## src/rtl/pc_next_sel.sv

```systemverilog
// Registered fetch PC with an N-source priority redirect selector, stall hold and a
// one-deep pending-redirect buffer that keeps redirects arriving during a stall.
module pc_next_sel #(
    parameter int unsigned      WIDTH    = 32,
    parameter int unsigned      NSRC     = 4,
    parameter logic [WIDTH-1:0] RESET_PC = '0,
    parameter int unsigned      STEP     = 4
) (
    input  logic                  clk,
    input  logic                  rst_n,
    input  logic                  stall,
    input  logic [NSRC-1:0]       redir_valid,
    input  logic [NSRC*WIDTH-1:0] redir_addr,
    output logic [WIDTH-1:0]      pc,
    output logic                  pc_valid,
    output logic                  redir_fire,
    output logic [NSRC-1:0]       redir_src,
    output logic                  pend_valid,
    output logic                  misalign
);

    logic [WIDTH-1:0] pc_q, pc_d;
    logic             pc_valid_q, pc_valid_d;
    logic             fire_q, fire_d;
    logic [NSRC-1:0]  src_q, src_d;
    logic             mis_q, mis_d;
    logic             pend_valid_q, pend_valid_d;
    logic [WIDTH-1:0] pend_addr_q, pend_addr_d;
    logic [NSRC-1:0]  pend_src_q, pend_src_d;
    logic             pend_mis_q, pend_mis_d;

    logic             any;
    logic [NSRC-1:0]  sel_oh;
    logic [WIDTH-1:0] sel_addr;
    logic [WIDTH-1:0] sel_aligned;
    logic             sel_mis;

    // Scan from the lowest priority upward so the lowest valid index is the last to win.
    always_comb begin
        sel_oh   = '0;
        sel_addr = '0;
        for (int i = int'(NSRC) - 1; i >= 0; i--) begin
            if (redir_valid[i]) begin
                sel_oh    = '0;
                sel_oh[i] = 1'b1;
                sel_addr  = redir_addr[i*WIDTH +: WIDTH];
            end
        end
    end

    assign any         = |redir_valid;
    assign sel_aligned = {sel_addr[WIDTH-1:2], 2'b00};
    assign sel_mis     = |sel_addr[1:0];

    always_comb begin
        pc_d         = pc_q;
        pc_valid_d   = pc_valid_q;
        fire_d       = 1'b0;
        src_d        = src_q;
        mis_d        = 1'b0;
        pend_valid_d = pend_valid_q;
        pend_addr_d  = pend_addr_q;
        pend_src_d   = pend_src_q;
        pend_mis_d   = pend_mis_q;

        if (!pc_valid_q || stall) begin
            // PC holds; a redirect seen now is parked rather than lost.
            pc_valid_d = 1'b1;
            if (any) begin
                pend_valid_d = 1'b1;
                pend_addr_d  = sel_aligned;
                pend_src_d   = sel_oh;
                pend_mis_d   = sel_mis;
            end
        end else if (any) begin
            pc_d         = sel_aligned;
            fire_d       = 1'b1;
            src_d        = sel_oh;
            mis_d        = sel_mis;
            pend_valid_d = 1'b0;
        end else if (pend_valid_q) begin
            pc_d         = pend_addr_q;
            fire_d       = 1'b1;
            src_d        = pend_src_q;
            mis_d        = pend_mis_q;
            pend_valid_d = 1'b0;
        end else begin
            pc_d  = pc_q + WIDTH'(STEP);
            src_d = '0;
        end
    end

    always_ff @(posedge clk or negedge rst_n) begin
        if (!rst_n) begin
            pc_q         <= RESET_PC;
            pc_valid_q   <= 1'b0;
            fire_q       <= 1'b0;
            src_q        <= '0;
            mis_q        <= 1'b0;
            pend_valid_q <= 1'b0;
            pend_addr_q  <= '0;
            pend_src_q   <= '0;
            pend_mis_q   <= 1'b0;
        end else begin
            pc_q         <= pc_d;
            pc_valid_q   <= pc_valid_d;
            fire_q       <= fire_d;
            src_q        <= src_d;
            mis_q        <= mis_d;
            pend_valid_q <= pend_valid_d;
            pend_addr_q  <= pend_addr_d;
            pend_src_q   <= pend_src_d;
            pend_mis_q   <= pend_mis_d;
        end
    end

    assign pc         = pc_q;
    assign pc_valid   = pc_valid_q;
    assign redir_fire = fire_q;
    assign redir_src  = src_q;
    assign pend_valid = pend_valid_q;
    assign misalign   = mis_q;

endmodule

```

## config.mk

```make
export PLATFORM = sky130hd
export DESIGN_NAME = pc_next_sel
export DESIGN_NICKNAME = d
export VERILOG_FILES = /design/src/rtl/pc_next_sel.sv
export SDC_FILE = /design/constraint.sdc
export NUM_CORES = 1
export LEC_CHECK = 0
export BUFFER_PORTS_ARGS = -buffer_cell sky130_fd_sc_hd__buf_2
export CAP_MARGIN = 20
export CORE_ASPECT_RATIO = 1.75
export CORE_UTILIZATION = 54
export DETAILED_ROUTE_END_ITERATION = 10
export GPL_TIMING_DRIVEN = 0
export PLACE_DENSITY_LB_ADDON = 0.3
export SLEW_MARGIN = 40
export SYNTH_ARGS = -nofsm -noshare
export SYNTH_HDL_FRONTEND = slang
export SYNTH_SLANG_ARGS = --single-unit
```

## constraint.sdc

```tcl
create_clock -name clk -period 3.62 [get_ports clk]
set_input_delay 0.724 -clock clk [delete_from_list [all_inputs] [get_ports clk]]
set_output_delay 0.724 -clock clk [all_outputs]
set_load 0.005 [all_outputs]
```

Yosys cells after proc, flatten, opt, wreduce, memory -nomap -nowiden
Cells that the tools add are included.
Cells by class
  add/subtract/negate cells: 1
  muxes and demuxes: 20
  equal/unequal tests: 1
  reductions and logical operators: 5
Operator list (number)
  $mux 32: 6
  $add 32x3->32 const B: 1
  $mux 4: 6
  $mux 1: 8
  $reduce_or 4->1: 1
  $ne 2x2->1 const B: 1
  $reduce_and 2->1: 1
  $reduce_or 2->1: 1
  $logic_not 1->1: 1
  $logic_or 1x1->1: 1
Storage, ports and cells
  word-level logic and storage cells: 36
  input bits: 135
  register bits: 75
  output and inout port bits: 40

Longest topological paths before layout
Gate-level depths: netlist (run 1).
  depth after elaboration: 7
  gate-level depth with buffers: 8
  mapped depth without buffers: 6

Least setup slack after synthesis (run 1)
No wires, ideal clock.
  path type: input-to-reg
  start point: in redir_valid[2]
  end point: reg pc_q[29], in the netlist pc[29]
  buffers on the path: 2
  setup time: 142 ps
  required time: 3478 ps
  slack: 1340 ps
  arrival time: 2138 ps
  cell stages on the path: 7
  cells stage by stage: buf_2 > or4_1 > clkbuf_1 > nor2_1 > nand3_1 > o41ai_1 > a211oi_1
On the way
  longest elaborated chain between the ends: 4
  elaborated cells on any way between the ends: 5
  those cells by class: 4 x mux; 1 x reduce/logical
Ends and longest elaborated chain
  start, declared: line 12  | input logic [NSRC-1:0] redir_valid,
  $mux 32 (3 in series): line 43  | if (redir_valid[i]) begin
  $mux 32 *: line 75  | end else if (any) begin
  end signal, assigned: line 105  | pc_q <= pc_d;
  end, declared: line 22  | logic [WIDTH-1:0] pc_q, pc_d;
Mark *: on every way between the ends. The rest lies on a longest branch, timed or not.
A chain may end at the register's enable or synchronous reset.

Worst setup path after layout (run 1)
  start point: in redir_valid[2]
  end point: reg pend_addr_q[17]
On the way
  longest elaborated chain between the ends: 3
  elaborated cells on any way between the ends: 5
  those cells by class: 3 x mux; 2 x reduce/logical
Ends and longest elaborated chain
  $mux 32 (3 in series): line 43
  end signal, assigned: line 111  | pend_addr_q <= pend_addr_d;
  end, declared: line 28  | logic [WIDTH-1:0] pend_addr_q, pend_addr_d;
Several ways; a longest one is shown, not always the timed one.

==> results.py, run 1 <==
metrics = {
    "sta": {
        "slew_headroom_pct": 48.4,
        "fin_ws_ns": 1.08,
        "fin_skew_ns": 0.00702,
        "fmax_mhz": 394,
        "hold_violations": 0,
        "min_period_over_period_pct": 70.1,
        "rsz0062_at_grt": "false",
        "period_needed_ns": 2.54,
        "fin_tns_setup_ns": 0,
        "tightest_slew_ns": 0.773,
        "slew_violations": 0,
        "setup_violations": 0,
        "whs_ns": 0.270,
    },
    "grt": {
        "grtUsageTotal_pct": 41.4,
        "grt_max_degree": 40,
        "antenna_found_initial": 0,
        "grt_overflow": 0,
        "grt_pass1_vias": 5332,
        "grt_pass1_wl_um": 28100,
    },
    "worst_setup_path": {
        "worst_setup_path_start_kind": "input port",
        "critPathMaxFanout": 10,
        "critPathKind": "input port to flip-flop",
        "worstPathRequired_ns": 3.85,
        "cp.arrival_ns": 2.77,
        "cp-end-kind": "flip-flop",
    },
    "power_and_ir_drop": {
        "switching_power_w": 0.000780,
        "clockPowerShare_pct": 33.5,
        "p_seq_share_pct": 43.2,
        "combPwrFrac_pct": 23.3,
        "switching_share_pct": 32.1,
        "power_w": 0.00243,
        "powerDensity_mw_per_mm2": 410,
        "peakVddDrop_mv": 0.282,
        "p_leak_nw": 2.62,
        "internal-power_w": 0.00165,
    },
    "floorplanning": {
        "num_io_pins": 175,
        "die-area_mm2": 0.00895,
        "die_x_um": 71.9,
        "dieHeight_um": 124,
        "core_mm2": 0.00831,
        "initial_core_util_pct": 55.6,
        "num_rows": 44,
    },
    "placed_design": {
        "dp_hpwl_um": 13500,
        "gp_congestion": 0.957,
        "post-place-ws_ns": 0.800,
        "io_buffer_count": 171,
    },
    "detailed_routing": {
        "vias": 5523,
        "firstDrtPassIters": 6,
        "via_per_inst": 6.47,
        "drt_iter0_markers": 664,
        "routed_wl_um": 18000,
        "routedWlPerCell_um": 21.1,
        "drc": 0,
        "antenna_left": 0,
    },
    "clocking": {
        "clockBufferDepth": 2,
        "clkSinkCount": 73,
        "cts_hold_buf": 0,
        "cts_tree": "built",
        "h-tree-depth": 3,
        "clock_latency_ns": 0.34,
        "clk_pin_slew_ns": 0.06,
        "post_cts_resized": 0,
        "postCtsSetupRepairBufs": 0,
        "ctsRootBufferMaster": "clkbuf_16",
        "cts_buffers": 9,
    },
    "min_path": {
        "worstHoldPathType": "input port to asynchronous set/reset pin",
    },
    "logic_synthesis": {
        "syn_avg_cell_area_um2": 8.39,
        "yosys_warnings": 0,
        "synth_top_flop_cell": "dfrtp_1",
        "ys_seq_area_share_pct": 39.5,
        "async_reset_ff_share_pct": 100,
        "synth-edff-count": 0,
        "netlist_area_mm2": 0.00462,
        "synth_seq_cells": 73,
        "synthCells": 551,
        "ys_types": 65,
    },
    "run": {
        "drv_cap": 0,
    },
    "final_layout": {
        "final_util_pct": 71.1,
        "num_antenna_cells": 0,
        "drive_gt1_share_pct": 29.1,
        "area_growth_pct": 28.0,
        "nets": 871,
    },
    "run_status": {
        "status": "completed",
    },
}
routing by layer:
layer,global-route usage (%),part of all wire [%],vias up
met5,0,0,-
met4,23.3,4.9,0
met3,5.58,8.2,88
met2,69.4,51,393
met1,50.0,36,2586
li1,-,-,2456
cells by family after synthesis:
group                    Yosys count  share of synthesized area [%]
other                              2                          0.162
adder cells (fa/ha/maj)            1                          0.271
multiplexers                       6                           1.41
flip-flops                        73                           39.5
XOR/XNOR                           4                          0.758
buffers and inverters             56                           5.20
AO/OA/AOI/OAI                    236                           33.5
AND/OR/NAND/NOR                  173                           19.1
cell usage after synthesis (6+ instances only):
cell type | count | share of area (%)
a21oi_1 | 67 | 7.3
a221o_1 | 7 | 1.5
a221oi_1 | 12 | 2.3
a22oi_1 | 30 | 4.9
a31oi_1 | 6 | 0.81
buf_1 | 6 | 0.49
buf_2 | 12 | 1.3
clkbuf_1 | 31 | 2.5
dfrtp_1 | 73 | 40
nand2_1 | 62 | 5.0
nand2b_1 | 6 | 0.81
nand3_1 | 13 | 1.4
nand4_1 | 6 | 0.81
nor2_1 | 44 | 3.6
nor3_1 | 8 | 0.87
o211ai_1 | 10 | 1.6
o21a_1 | 6 | 0.97
o21ai_0 | 15 | 1.6
o21ai_1 | 35 | 3.8
o22a_1 | 11 | 2.1
o31ai_1 | 10 | 1.6
worst max-delay path: stages:
cell and delay (ns):
buf_2 0.16, nor4_2 0.61, buf_2 0.40, nor2_1 0.16, clkbuf_1 0.37, o22a_1 0.33
layout make-up:
class	instances	area, µm²
plain buffers	53	229
clock buffers	11	243
clock inverters	4	20.0
fillers	698	2400
inverters	3	11.3
multi-input cells	423	2560
flip-flops and latches	73	1830
well taps	115	144
repair buffers	172	882
worst paths after layout:
| path | start | endpoint | slack, ns | depth (start not counted) |
|---|---|---|---|---|
| max | redir_valid[2] | pend_addr_q[17] | 1.08 | 6 |
| min | rst_n | pend_addr_q[11] | 0.27 | 1 |
| max reg2reg | pc[2] | pc[28] | 1.13 | 7 |
| min reg2reg | redir_src[3] | redir_src[3] | 0.48 | 2 |
| max in group asynchronous | rst_n | pend_addr_q[23] | 2.81 | 2 |
| min in group clk | redir_src[3] | redir_src[3] | 0.48 | 2 |
state kept, by name, indices dropped and copies added, names as in the netlist:
register	cells
redir_fire	1
pend_mis_q	1
pend_addr_q	30
pc_valid	1
pc	30
pend_src_q	4
pend_valid	1
redir_src	4
misalign	1
power groups by stage:
stage	combinational, W	sequential (W)	clock [W]
2_1_floorplan	0.000295	0.00103	0
3_3_place_gp	0.000532	0.00105	0
3_5_place_dp	0.000549	0.00105	0
4_1_cts	0.000554	0.00104	0.000810
5_1_grt	0.000615	0.00106	0.000834
6_report	0.000565	0.00105	0.000813
per-stage QoR:
stage	std cells	area, µm²
after floorplan	552	4630
after global placement	838	5630
after detailed placement	839	5650
after CTS	854	5910
after global routing	854	5910
final	854	5910
cell usage in the layout (no fill, tap or decap), types with 5 or more instances in the layout:
cell	n
a221o_1	7
o21ai_1	35
o211ai_1	10
buf_2	182
clkbuf_16	9
o21ai_0	15
a22oi_1	30
a31oi_1	6
nor4_1	5
nor2_1	44
dfrtp_1	73
nand3_1	13
a21oi_1	67
nand4_1	6
clkbuf_1	32
o22a_1	11
nand2b_1	6
nor3_1	8
nand2_1	62
o31ai_1	10
a221oi_1	12
buf_1	6
o21a_1	6
No activity file was read; power rests on OpenSTA's default activity.
==> run 2, diff against run 1 <==
--- a/config.mk
+++ b/config.mk
@@ -5,10 +5,11 @@
 export SDC_FILE = /design/constraint.sdc
 export NUM_CORES = 1
 export LEC_CHECK = 0
+export ABC_AREA = 1
 export BUFFER_PORTS_ARGS = -buffer_cell sky130_fd_sc_hd__buf_2
 export CAP_MARGIN = 20
 export CORE_ASPECT_RATIO = 1.75
-export CORE_UTILIZATION = 54
+export CORE_UTILIZATION = 46
 export DETAILED_ROUTE_END_ITERATION = 10
 export GPL_TIMING_DRIVEN = 0
 export PLACE_DENSITY_LB_ADDON = 0.3
==> constraint.sdc (replaced) <==
create_clock -name clk -period 2.25 [get_ports clk]
set_input_delay 0.45 -clock clk [delete_from_list [all_inputs] [get_ports clk]]
set_output_delay 0.45 -clock clk [all_outputs]
set_load 0.005 [all_outputs]
==> run 2 against run 1 <==
Net effect:
- largest power group unchanged
- synthesized cell count grew 42%
- global-route usage shrank 9.2 points
- utilization shrank 11 points
- first-iteration DRC count shrank 34%
- die area grew 26%
- sequential cell count is the same
- critical path type is now flip-flop to flip-flop
- clock skew is essentially flat
- count of clock-buffer cells in the layout is the same
- combinational power grew 58%
- sequential share of layout area shrank 2.4 points
- via count grew 5.2%
==> results.py, run 2 <==
metrics = {
    "power_and_ir_drop": {
        "switching_power_w": 0.00128,
        "switching_share_pct": 30.8,
        "p_seq_share_pct": 40.1,
        "peakVddDrop_mv": 0.469,
        "powerDensity_mw_per_mm2": 650,
        "power_w": 0.00416,
        "internal-power_w": 0.00288,
        "clockPowerShare_pct": 38.5,
        "p_leak_nw": 3.28,
        "combPwrFrac_pct": 21.4,
    },
    "floorplanning": {
        "initial_core_util_pct": 47.0,
        "num_io_pins": 175,
        "die-area_mm2": 0.0113,
        "core_mm2": 0.0106,
        "dieHeight_um": 140,
        "die_x_um": 80.8,
        "num_rows": 50,
    },
    "logic_synthesis": {
        "synth_top_flop_cell": "dfrtp_1",
        "ys_types": 35,
        "synth-edff-count": 0,
        "synthCells": 782,
        "synth_seq_cells": 73,
        "synth_xor_area_share_pct": 1.05,
        "synth-adder-area-share_pct": 0.250,
        "synth-compound-area-share_pct": 10.2,
        "yosys.area.top_type": "dfrtp_1",
        "async_reset_ff_share_pct": 100,
        "netlist_area_mm2": 0.00500,
        "synth_top_cells_by_count": "306 x nand2_1, 107 x nor2_1, 73 x dfrtp_1",
        "ys_seq_area_share_pct": 36.5,
        "synthSimpleGateAreaFrac_pct": 43.0,
        "syn_avg_cell_area_um2": 6.40,
        "muxShareOfSynthArea_pct": 0,
        "synthMostInstantiatedCell": "nand2_1",
        "yosys_warnings": 0,
        "yosysTopAreaCellShare_pct": 36.5,
        "synth_top_family_by_area": "simple AND/OR/NAND/NOR gates",
        "ys_top_cells_by_area": "dfrtp_1 37%, nand2_1 23%, nor2_1 8.0%, inv_1 4.4%, nand3_1 4.3%",
    },
    "clocking": {
        "h-tree-depth": 3,
        "clk_pin_slew_ns": 0.06,
        "clockBufferDepth": 2,
        "ctsRootBufferMaster": "clkbuf_16",
        "clkSinkCount": 73,
        "post_cts_resized": 0,
        "clock_latency_ns": 0.35,
        "cts_tree": "built",
        "cts_buffers": 9,
    },
    "worst_setup_path": {
        "worst_setup_path_start_kind": "flip-flop",
        "worstPathRequired_ns": 2.48,
        "critPathMaxFanout": 5,
        "cp.arrival_ns": 2.06,
        "critPathKind": "flip-flop to flip-flop",
        "cp-end-kind": "flip-flop",
    },
    "detailed_routing": {
        "vias": 5812,
        "via_per_inst": 5.27,
        "drt_iter0_markers": 436,
        "antenna_left": 0,
        "routedWlPerCell_um": 15.4,
        "firstDrtPassIters": 5,
        "drc": 0,
        "routed_wl_um": 17000,
    },
    "sta": {
        "hold_violations": 0,
        "rsz0062_at_grt": "false",
        "fmax_mhz": 547,
        "fin_tns_setup_ns": 0,
        "min_period_over_period_pct": 81.3,
        "fin_skew_ns": 0.00664,
        "period_needed_ns": 1.83,
        "setup_violations": 0,
        "slew_violations": 0,
        "slew_headroom_pct": 56.9,
        "tightest_slew_ns": 0.647,
    },
    "grt": {
        "grt_overflow": 0,
        "grtUsageTotal_pct": 32.2,
        "grt_pass1_vias": 5589,
        "grt_max_degree": 51,
        "antenna_found_initial": 0,
        "grt_pass1_wl_um": 27300,
    },
    "final_layout": {
        "drive_gt1_share_pct": 24.4,
        "layout_common_cells": "306 x nand2_1, 182 x buf_2, 107 x nor2_1",
        "area_growth_pct": 28.0,
        "nets": 1104,
        "final_common_cell": "nand2_1",
        "num_antenna_cells": 0,
    },
    "placed_design": {
        "io_buffer_count": 172,
        "gp_congestion": 0.949,
        "dp_hpwl_um": 13300,
    },
    "run_status": {
        "status": "completed",
    },
    "min_path": {
        "worstHoldPathType": "input port to flip-flop",
    },
    "run": {
        "drv_cap": 0,
    },
}
-- run 2: cell count changes in the layout (fill, tap and decap cells not counted), sizes merged, moves of 14 or more --
cell	change
nand3	+30
nand4	+16
a21oi	-30
o21ai	-14
nor2	+73
nand2	+253
clkbuf	-21
a22oi	-23
inv	+61
-- run 2: through the flow --
stage	setup WS, ns	std cells	hold slack [ns]	instance area (µm²)	util [%]
global route	0.298	1103	0.342	6400	60.2
finish	0.420	1103	0.336	6400	60.2
global placement	0.216	1085	0.458	6030	56.7
detailed placement	0.355	1086	0.322	6060	57.0
CTS	0.452	1103	0.337	6400	60.2
floorplan	0.742	783	0.154	5010	-
-- run 2: critical path, cell delays in order (launching register included) --
cell and delay (ns):
dfrtp_1 0.41, ha_1 0.22, nand2_2 0.11, nor2_1 0.18, nand2_2 0.16, nor2_4 0.22, inv_1 0.08, a21oi_1 0.11
o21ai_1 0.07, nand2_1 0.08, nand2_1 0.05
-- run 2: layout make-up --
class,count,area (µm²)
clock inverter,5,77.6
sequential,73,1830
inverter,64,240
clock buffer,11,253
multi-input combinational,611,2740
fill,1062,4230
buffer,35,201
timing repair buffer,174,905
tap,130,163
-- run 2: repair_timing --
| item | in CTS | in global routing |
|---|---|---|
| buffers inserted | 0 | 0 |
| hold endpoints to repair | 23 | 0 |
| hold buffers | 1 | 0 |
-- run 2: cells by family (layout without fill, tap and decap cells) --
kind of cell | count (synthesis) | in the layout
xor+xnor | 6 | 6
buf+inv | 99 | 289
compound gates | 93 | 93
other cells | 2 | 3
fa+ha+maj | 1 | 1
flops | 73 | 73
simple gates | 508 | 508
-- run 2: per-layer routing --
| metal | part of all wire [%] | routed length (µm) | GRT usage (%) | up-vias |
|---|---|---|---|---|
| met5 | 0 | 0 | 0 | - |
| met4 | 5.3 | 903 | 20.4 | 0 |
| met3 | 5.4 | 924 | 5.80 | 64 |
| met2 | 52 | 8890 | 55.5 | 266 |
| met1 | 37 | 6240 | 35.3 | 2623 |
| li1 | - | - | - | 2859 |
-- run 2: path summary, 6_finish.rpt --
kind                                 start               to  slack [ns]  cells past startpoint
max                                  pc[3]           pc[18]        0.42                     10
min                         redir_valid[2]     redir_src[3]        0.34                      2
max reg2reg                          pc[3]           pc[18]        0.42                     10
min reg2reg                pend_addr_q[23]  pend_addr_q[23]        0.49                      2
max in group asynchronous            rst_n           pc[21]        1.19                      3
min in group asynchronous            rst_n           pc[15]        0.54                      2
-- run 2: power by group through the flow --
stage	Clock, W	Combinational, W	Sequential (W)
floorplan	0	0.000481	0.00165
global placement	0	0.000858	0.00168
detailed placement	0	0.000881	0.00168
CTS	0.00161	0.000889	0.00166
global route	0.00165	0.00101	0.00169
finish	0.00160	0.000890	0.00167
